### src/rtl/morph_frame_ctrl.sv
// Frame-boundary sequencer and configurator for the binary 3x3 morphology engine.
// Optional watchdog on the ACTIVE state is built when MORPH_CTRL_TIMEOUT_EN is defined.
module morph_frame_ctrl #(
  parameter int IMG_HDISP   = 640,
  parameter int IMG_VDISP   = 480,
  parameter int TIMEOUT_CYC = 1000000
) (
  input  logic       sys_clk,
  input  logic       sys_rst_n,
  input  logic       per_frame_vsync,
  input  logic       per_frame_href,
  input  logic       per_frame_clken,
  input  logic       ctrl_start,
  input  logic       ctrl_stop,
  input  logic       cfg_valid,
  output logic       cfg_ready,
  input  logic [1:0] cfg_mode,
  input  logic       err_clr,
  output logic       morph_en,
  output logic [1:0] morph_mode,
  output logic       frame_start,
  output logic       frame_done,
  output logic       busy,
  output logic [9:0] pix_cnt,
  output logic [9:0] line_cnt,
  output logic       err_hsize,
  output logic       err_vsize,
  output logic       err_timeout
);

  typedef enum logic [1:0] {
    ST_IDLE   = 2'd0,
    ST_SYNC   = 2'd1,
    ST_ARMED  = 2'd2,
    ST_ACTIVE = 2'd3
  } state_e;

  localparam logic [9:0] H_EXP   = 10'(IMG_HDISP);
  localparam logic [9:0] V_EXP   = 10'(IMG_VDISP);
  localparam logic [9:0] CNT_MAX = 10'h3ff;

  function automatic logic [9:0] sat_inc(input logic [9:0] v);
    return (v == CNT_MAX) ? v : v + 10'd1;
  endfunction

  state_e     state_q, state_d;
  logic       vsync_q, href_q;
  logic       stop_pend_q, stop_pend_d;
  logic [1:0] pend_mode_q, pend_mode_d;
  logic       cfg_ready_q, cfg_ready_d;
  logic [1:0] morph_mode_q, morph_mode_d;
  logic       morph_en_q, morph_en_d;
  logic       frame_start_q, frame_start_d;
  logic       frame_done_q, frame_done_d;
  logic       busy_q, busy_d;
  logic [9:0] pix_cnt_q, pix_cnt_d;
  logic [9:0] line_cnt_q, line_cnt_d;
  logic       err_hsize_q, err_hsize_d;
  logic       err_vsize_q, err_vsize_d;

  logic       vsync_rise, vsync_fall, href_rise, href_fall;
  logic       in_active, start_frame, end_frame, stop_now;
  logic       wd_expire, wd_abort;
  logic [9:0] pix_base, line_inc;

  assign vsync_rise  = per_frame_vsync & ~vsync_q;
  assign vsync_fall  = ~per_frame_vsync & vsync_q;
  assign href_rise   = per_frame_href & ~href_q;
  assign href_fall   = ~per_frame_href & href_q;
  assign in_active   = (state_q == ST_ACTIVE);
  assign start_frame = (state_q == ST_ARMED) & vsync_rise & ~ctrl_stop;
  assign stop_now    = stop_pend_q | ctrl_stop;
  // A normal vsync fall takes precedence over a watchdog expiry in the same cycle.
  assign wd_abort    = in_active & ~vsync_fall & wd_expire;
  assign end_frame   = (in_active & vsync_fall) | wd_abort;
  assign line_inc    = href_fall ? sat_inc(line_cnt_q) : line_cnt_q;

  // Next-state logic and pending-stop tracking.
  always_comb begin
    state_d     = state_q;
    stop_pend_d = stop_pend_q;
    case (state_q)
      ST_IDLE: begin
        stop_pend_d = 1'b0;
        if (ctrl_start && !ctrl_stop) state_d = ST_SYNC;
        else                          state_d = ST_IDLE;
      end
      ST_SYNC: begin
        if (ctrl_stop)             state_d = ST_IDLE;
        else if (!per_frame_vsync) state_d = ST_ARMED;
        else                       state_d = ST_SYNC;
      end
      ST_ARMED: begin
        if (ctrl_stop)       state_d = ST_IDLE;
        else if (vsync_rise) state_d = ST_ACTIVE;
        else                 state_d = ST_ARMED;
      end
      ST_ACTIVE: begin
        if (in_active && vsync_fall) state_d = stop_now ? ST_IDLE : ST_ARMED;
        else if (wd_abort)           state_d = stop_now ? ST_IDLE : ST_SYNC;
        else                         state_d = ST_ACTIVE;
        stop_pend_d = end_frame ? 1'b0 : stop_now;
      end
      default: begin
        state_d     = ST_IDLE;
        stop_pend_d = 1'b0;
      end
    endcase
  end

  // Config slot and per-frame output pulses; pending mode only lands on a frame start.
  always_comb begin
    cfg_ready_d   = cfg_ready_q;
    pend_mode_d   = pend_mode_q;
    morph_mode_d  = morph_mode_q;
    if (start_frame && !cfg_ready_q) begin
      morph_mode_d = (pend_mode_q == 2'b11) ? 2'b00 : pend_mode_q;
      cfg_ready_d  = 1'b1;
    end else if (cfg_valid && cfg_ready_q) begin
      pend_mode_d = cfg_mode;
      cfg_ready_d = 1'b0;
    end else begin
      cfg_ready_d = cfg_ready_q;
    end
    morph_en_d    = (state_d == ST_ACTIVE);
    frame_start_d = start_frame;
    frame_done_d  = end_frame;
    busy_d        = (state_d != ST_IDLE);
  end

  // Pixel/line counters and sticky geometry errors; a new event beats err_clr.
  always_comb begin
    pix_cnt_d  = pix_cnt_q;
    line_cnt_d = line_cnt_q;
    pix_base   = href_rise ? 10'd0 : pix_cnt_q;
    if (start_frame) begin
      line_cnt_d = 10'd0;
    end else if (in_active) begin
      line_cnt_d = line_inc;
      if (per_frame_clken && per_frame_href) pix_cnt_d = sat_inc(pix_base);
      else                                   pix_cnt_d = pix_base;
    end else begin
      line_cnt_d = line_cnt_q;
    end
    err_hsize_d = (in_active & href_fall & (pix_cnt_q != H_EXP)) | (err_hsize_q & ~err_clr);
    err_vsize_d = (in_active & vsync_fall & (line_inc != V_EXP)) | (err_vsize_q & ~err_clr);
  end

  // State and output registers with synchronous reset.
  always_ff @(posedge sys_clk) begin
    if (!sys_rst_n) begin
      state_q       <= ST_IDLE;
      vsync_q       <= 1'b0;
      href_q        <= 1'b0;
      stop_pend_q   <= 1'b0;
      pend_mode_q   <= 2'b00;
      cfg_ready_q   <= 1'b1;
      morph_mode_q  <= 2'b00;
      morph_en_q    <= 1'b0;
      frame_start_q <= 1'b0;
      frame_done_q  <= 1'b0;
      busy_q        <= 1'b0;
      pix_cnt_q     <= 10'd0;
      line_cnt_q    <= 10'd0;
      err_hsize_q   <= 1'b0;
      err_vsize_q   <= 1'b0;
    end else begin
      state_q       <= state_d;
      vsync_q       <= per_frame_vsync;
      href_q        <= per_frame_href;
      stop_pend_q   <= stop_pend_d;
      pend_mode_q   <= pend_mode_d;
      cfg_ready_q   <= cfg_ready_d;
      morph_mode_q  <= morph_mode_d;
      morph_en_q    <= morph_en_d;
      frame_start_q <= frame_start_d;
      frame_done_q  <= frame_done_d;
      busy_q        <= busy_d;
      pix_cnt_q     <= pix_cnt_d;
      line_cnt_q    <= line_cnt_d;
      err_hsize_q   <= err_hsize_d;
      err_vsize_q   <= err_vsize_d;
    end
  end

`ifdef MORPH_CTRL_TIMEOUT_EN
  localparam logic [19:0] WD_LAST = 20'(TIMEOUT_CYC - 1);

  logic [19:0] wd_q, wd_d;
  logic        err_timeout_q, err_timeout_d;

  // Watchdog counts cycles spent in ACTIVE, restarting on every frame entry.
  always_comb begin
    if (start_frame)    wd_d = 20'd0;
    else if (in_active) wd_d = wd_q + 20'd1;
    else                wd_d = wd_q;
    err_timeout_d = wd_abort | (err_timeout_q & ~err_clr);
  end

  assign wd_expire = in_active & (wd_q == WD_LAST);

  // Watchdog registers.
  always_ff @(posedge sys_clk) begin
    if (!sys_rst_n) begin
      wd_q          <= 20'd0;
      err_timeout_q <= 1'b0;
    end else begin
      wd_q          <= wd_d;
      err_timeout_q <= err_timeout_d;
    end
  end

  assign err_timeout = err_timeout_q;
`else
  logic unused_timeout_cfg;
  assign unused_timeout_cfg = (TIMEOUT_CYC == 0);
  assign wd_expire          = 1'b0;
  assign err_timeout        = 1'b0;
`endif

  assign cfg_ready   = cfg_ready_q;
  assign morph_mode  = morph_mode_q;
  assign morph_en    = morph_en_q;
  assign frame_start = frame_start_q;
  assign frame_done  = frame_done_q;
  assign busy        = busy_q;
  assign pix_cnt     = pix_cnt_q;
  assign line_cnt    = line_cnt_q;
  assign err_hsize   = err_hsize_q;
  assign err_vsize   = err_vsize_q;

endmodule

### config.mk
export PLATFORM = sky130hd
export DESIGN_NAME = morph_frame_ctrl
export DESIGN_NICKNAME = d
export VERILOG_FILES = /design/src/rtl/morph_frame_ctrl.sv
export SDC_FILE = /design/constraint.sdc
export NUM_CORES = 1
export LEC_CHECK = 0
export BUFFER_PORTS_ARGS = -buffer_cell sky130_fd_sc_hd__buf_2
export CORE_MARGIN = 2
export CORE_UTILIZATION = 54
export DETAILED_ROUTE_END_ITERATION = 10
export PLACE_DENSITY = 0.77
export SLEW_MARGIN = 20
export SYNTH_ARGS = -nofsm -noshare
export SYNTH_HDL_FRONTEND = slang
export SYNTH_SLANG_ARGS = --single-unit
### constraint.sdc
create_clock -name sys_clk -period 4.8 [get_ports sys_clk]
set_input_delay 0.72 -clock sys_clk [delete_from_list [all_inputs] [get_ports sys_clk]]
set_output_delay 0.72 -clock sys_clk [all_outputs]
set_load 0.05 [all_outputs]
# Word-level counts from Yosys, hierarchy flattened
# Index checks and enable logic that the tools add are counted.
totals:
  regBits: 36
  latch_bits: 0
  ram_bits: 0
  rom_bits: 0
  in_bits: 11
  out_inout_bits: 30
  elab_cells: 80
  mem_count: 0
op_classes:
  addsub: 2
  n_mul: 0
  div: 0
  n_lt_le_gt_ge: 0
  eq_ne: 9
  shifts: 0
  muxes: 16
  bitwise: 24
  reduce_logical: 14
op_table:
  columns: ["cell", "n"]
  rows:
  - ["two-way mux 10 bit", 5]
  - ["adder 10 x 1 -> 10 bit, second input constant", 2]
  - ["== test 10 bit, second input constant", 2]
  - ["AND 1 bit", 12]
  - ["two-way mux 2 bit", 6]
  - ["!= test 10 bit, second input constant", 1]
  - ["!= test 10 x 9 -> 1 bit, second input constant", 1]
  - ["inverter 1 bit", 9]
  - ["== test 2 bit, second input constant", 4]
  - ["case mux 2 bit (4 select lines)", 1]
  - ["logical AND 1 bit", 5]
  - ["AND reduction 2 bit", 2]
  - ["nonzero test 2 bit", 2]
  - ["OR reduction 2 bit", 2]
  - ["two-way mux 1 bit", 3]
  - ["OR 1 bit", 3]
  - ["== test 2 x 1 -> 1 bit, second input constant", 1]
  - ["zero test 1 bit", 2]
  - ["zero test 2 bit", 1]
  - ["case mux 1 bit (2 select lines)", 1]

# Logic depth before layout (Yosys ltp)
depth:
  depth_word: 7
  ltp_mapped: 8
  depth_no_buf: 7

# Worst setup path before layout
# No wires, ideal clock.
synth_path:
  kind: "input to register"
  start: "input port per_frame_href"
  end: "register pix_cnt_q[4], in the netlist pix_cnt[4]"
  setup_ns: 0.071
  t_arrival_ns: 2.082
  required_ns: 4.729
  path_slack_ns: 2.647
  path_stages: 8
  path_buffers: 1
  cell_sequence: "nand2b_1 > buf_4 > and2_1 > ha_1 > nand4_2 > o21ai_1 > or4_1 > a21oi_1"
synth_between:
  elab_chain_len: 5
  word_cells_on_any_way: 7
  cone_classes: "add/sub: 1; eq/ne: 1; mux: 3; bitwise: 1; reduce/logical: 1"
synth_rtl:
  columns: ["element", "line_no", "text"]
  rows:
  - ["start, declared", "11", "input logic per_frame_href,"]
  - ["AND 1 bit", "68", "assign href_rise = per_frame_href & ~href_q;"]
  - ["two-way mux 10 bit", "135", "pix_base = href_rise ? 10'd0 : pix_cnt_q;"]
  - ["adder 10 x 1 -> 10 bit or == test 10 bit (tied branches)", "43", "return (v == CNT_MAX) ? v : v + 10'd1;"]
  - ["two-way mux 10 bit", "43", null]
  - ["two-way mux 10 bit *", "140", "if (per_frame_clken && per_frame_href) pix_cnt_d = sat_inc(pix_base);"]
  - ["end signal, assigned", "179", "pix_cnt_q <= pix_cnt_d;"]
  - ["end, declared", "56", "logic [9:0] pix_cnt_q, pix_cnt_d;"]
# Mark *: on every way between the ends. The rest lies on a longest branch, timed or not.
# A chain may end at the register's enable or synchronous reset.

# Worst setup path after layout
# Ends and elaborated chain as after synthesis.

==> impl_metrics.tcl <==
set metrics [dict create \
    synth_fa_ha_area_share_pct 3.80 \
    skew_ns 0.0117 \
    synth_top_family_by_area "simple AND/OR/NAND/NOR gates" \
    cts_hold_buf 0 \
    drt-initial-drc-count 167 \
    synth_xor_area_share_pct 3.10 \
    antenna_found_initial 0 \
    period_share_pct 46.1 \
    fin_cells 321 \
    setup_violations 0 \
    slew_headroom_pct 64.9 \
    p_sw_share_pct 25.1 \
    synth_edf_count 0 \
    yosys_warnings 0 \
    seqPwrFrac_pct 59.7 \
    grt_pass1_vias 1645 \
    timing.rr.start "href_q" \
    clk_latency_ns 0.35 \
    synth_compound_area_share_pct 19.3 \
    max_cap_viol_count 0 \
    io_buffers 39 \
    p_per_area_mw_per_mm2 230 \
    worst_slew_pin_slew_ns 0.523 \
    critPathKind "input port to flip-flop" \
    grt_start_max_net_pins 28 \
    dp_hpwl_microns 3050 \
    grt_pass1_wl_microns 7220 \
    diodes 0 \
    synth_simple_gate_area_share_pct 30.0 \
    status "completed" \
    hold_viol 0 \
    netlist_area_sq_mm 0.00198 \
    drt-pass1-iter-count 4 \
    row_count 21 \
    cts_setup_buffers 0 \
    wire_per_inst_microns 13.1 \
    final_antenna_net_count 0 \
    nets 291 \
    cp_data_arrival_time_ns 2.49 \
    whs_path_depth 2 \
    rsz0062_at_grt "no" \
    avgSynthCellArea_sq_um 8.37 \
    dieArea_sq_mm 0.00416 \
    drt-total-wl_microns 4210 \
    clk_pin_slew_ns 0.12 \
    die_x_microns 64.5 \
    cts_resized 0 \
    p_leak_uw 0.000868 \
    routabilityCongestion 0.848 \
    worst_ep_required_time_ns 5.08 \
    cts_sinks 36 \
    crit_start "per_frame_href" \
    net-switching-power_uw 128 \
    drive_gt1_share_pct 21.8 \
    p_int_uw 383 \
    cts_buffers 5 \
    synth_cell_types 59 \
    vias 1847 \
    fin_setup_tns_ns 0 \
    fin_crit_ns 2.21 \
    synth_nets 253 \
    endpoint_kind "flip-flop" \
    remaining_drc_errors 0 \
    whs_ns 0.476 \
    area_growth_pct 12.6 \
    dp_cells 313 \
    fmax_mhz 452 \
    die_height_microns 64.5 \
    combPwrFrac_pct 6.5 \
    clock-root-buffer "clkbuf_4" \
    ys.flop_type "dfxtp_1" \
    muxShareOfSynthArea_pct 1.01 \
    ff2ff_path_depth 6 \
    synth_seq_cells 36 \
    hold_class "flip-flop to flip-flop" \
    grt_use_total_pct 21.9 \
    routed_via_density 5.75 \
    start_util_pct 57.8 \
    hp-start "pend_mode_q[0]" \
    io_pins 41 \
    p_total_uw 511 \
    cts_tree "yes" \
    htreeDepth 2 \
    core_area_sq_mm 0.00342 \
    p_clk_share_pct 33.8 \
    critPathMaxFanout 10 \
    clock_path_buffers 2 \
    drv_slew 0 \
    ys_seq_area_share_pct 36.5 \
    grt_remaining_overflow 0 \
    async_flop_share_pct 0 \
    crit_path_start_kind "input port" \
    postSynthCellCount 236 \
    vdd_drop_max_uv 167 \
]
[power groups by stage]
| stage | combinational, uW | sequential [uW] | clock [uW] |
|---|---|---|---|
| 6_report | 33.3 | 305 | 173 |
| 5_1_grt | 36.7 | 306 | 191 |
| 4_1_cts | 33.4 | 305 | 175 |
| 3_5_place_dp | 33.2 | 312 | 0 |
| 3_3_place_gp | 33.2 | 312 | 0 |
| 2_1_floorplan | 22.6 | 314 | 0 |
[layout by cell type, fill, tap and decap left out, types with 2 or more instances in the layout]
cell       instances
and3_1             3
xor2_1             2
nor2b_1            2
clkbuf_4           5
a211oi_1           3
nor2_1            27
ha_1               6
o21ai_1            2
mux2i_1            2
dfxtp_1           36
o211ai_1           3
nand3b_1           6
o21ai_0           11
or3_1              2
nor3_1             9
o21a_1             2
o2111ai_1          4
nor4_1             2
o31a_1             2
buf_2             39
xnor2_1            5
nand2_1           23
nand2b_1           4
clkinv_2           2
nand4_1            4
a21oi_1           13
and2_1             5
nand3_1            8
inv_1             12
[metrics by stage]
step	util, %	setup slack, ns	cell area (sq um)
floorplan	-	2.65	1980
global route	65.1	2.38	2220
CTS	65.1	2.60	2220
detailed placement	63.3	2.25	2160
finish	65.1	2.59	2220
global placement	63.3	2.31	2160
[synth_stat cells, types with 2 or more instances]
cell type / n / area, sq um
mux2i_1: 2 / 20.0
clkbuf_1: 2 / 7.51
and3_1: 3 / 18.8
xor2_1: 2 / 17.5
nor3_1: 9 / 45.0
inv_1: 12 / 45.0
o21ai_0: 11 / 55.1
o2111ai_1: 4 / 35.0
o21ai_1: 2 / 10.0
nor2b_1: 2 / 12.5
nor2_1: 27 / 101
or3_1: 2 / 12.5
o31a_1: 2 / 17.5
xnor2_1: 5 / 43.8
buf_4: 2 / 15.0
nand4_1: 4 / 25.0
ha_1: 6 / 75.1
nand2_1: 23 / 86.3
dfxtp_1: 36 / 721
nor4_1: 2 / 12.5
buf_6: 4 / 45.0
o211ai_1: 3 / 22.5
and2_1: 5 / 31.3
o21a_1: 2 / 15.0
a21oi_1: 13 / 65.1
a211oi_1: 3 / 22.5
nand3b_1: 6 / 45.0
nand3_1: 8 / 40.0
nand2b_1: 4 / 25.0
[cell families (layout without fill, tap and decap cells)]
kind of cell	Yosys count	in the layout
mux	2	2
flops	36	36
other cells	1	1
buf+inv	22	61
compound gates	54	54
fa+ha+maj	6	6
simple gates	108	108
xor+xnor	7	7
[registers in the layout (all words and copies together), names as in the netlist]
| name | flops |
|---|---|
| busy | 1 |
| cfg_ready | 1 |
| err_hsize | 1 |
| err_vsize | 1 |
| frame_done | 1 |
| frame_start | 1 |
| href_q | 1 |
| line_cnt | 10 |
| morph_en | 1 |
| morph_mode | 2 |
| pend_mode_q | 2 |
| pix_cnt | 10 |
| state_q | 2 |
| stop_pend_q | 1 |
| vsync_q | 1 |
[metal layers]
metal / vias up / GRT usage, % / routed length (microns)
met2: 67 / 33.3 / 1910
met3: 11 / 5.03 / 300
met5: - / 0 / 0
met1: 836 / 29.1 / 1930
met4: 0 / 10.9 / 73
li1: 933 / - / -
[cell type report]
type | count | area [sq um]
fill | 307 | 1190
multi-input combinational | 178 | 1130
sequential | 36 | 721
timing repair buffer | 40 | 203
tap | 46 | 57.6
clock buffer | 6 | 51.3
inverter | 13 | 48.8
clock inverter | 2 | 10.0
[critical path, cell delays in order]
cell,delay (ns)
buf_2,0.13
nand2b_1,0.31
and2_1,0.22
ha_1,0.23
nand4_1,0.22
or4_1,0.52
a21oi_1,0.14
[final timing paths]
kind | end | slack [ns]
max | pix_cnt[4] | 2.59
min | pend_mode_q[0] | 0.48
max reg2reg | pix_cnt[4] | 2.59
min reg2reg | pend_mode_q[0] | 0.48
Power figures use the tool's default switching activity.
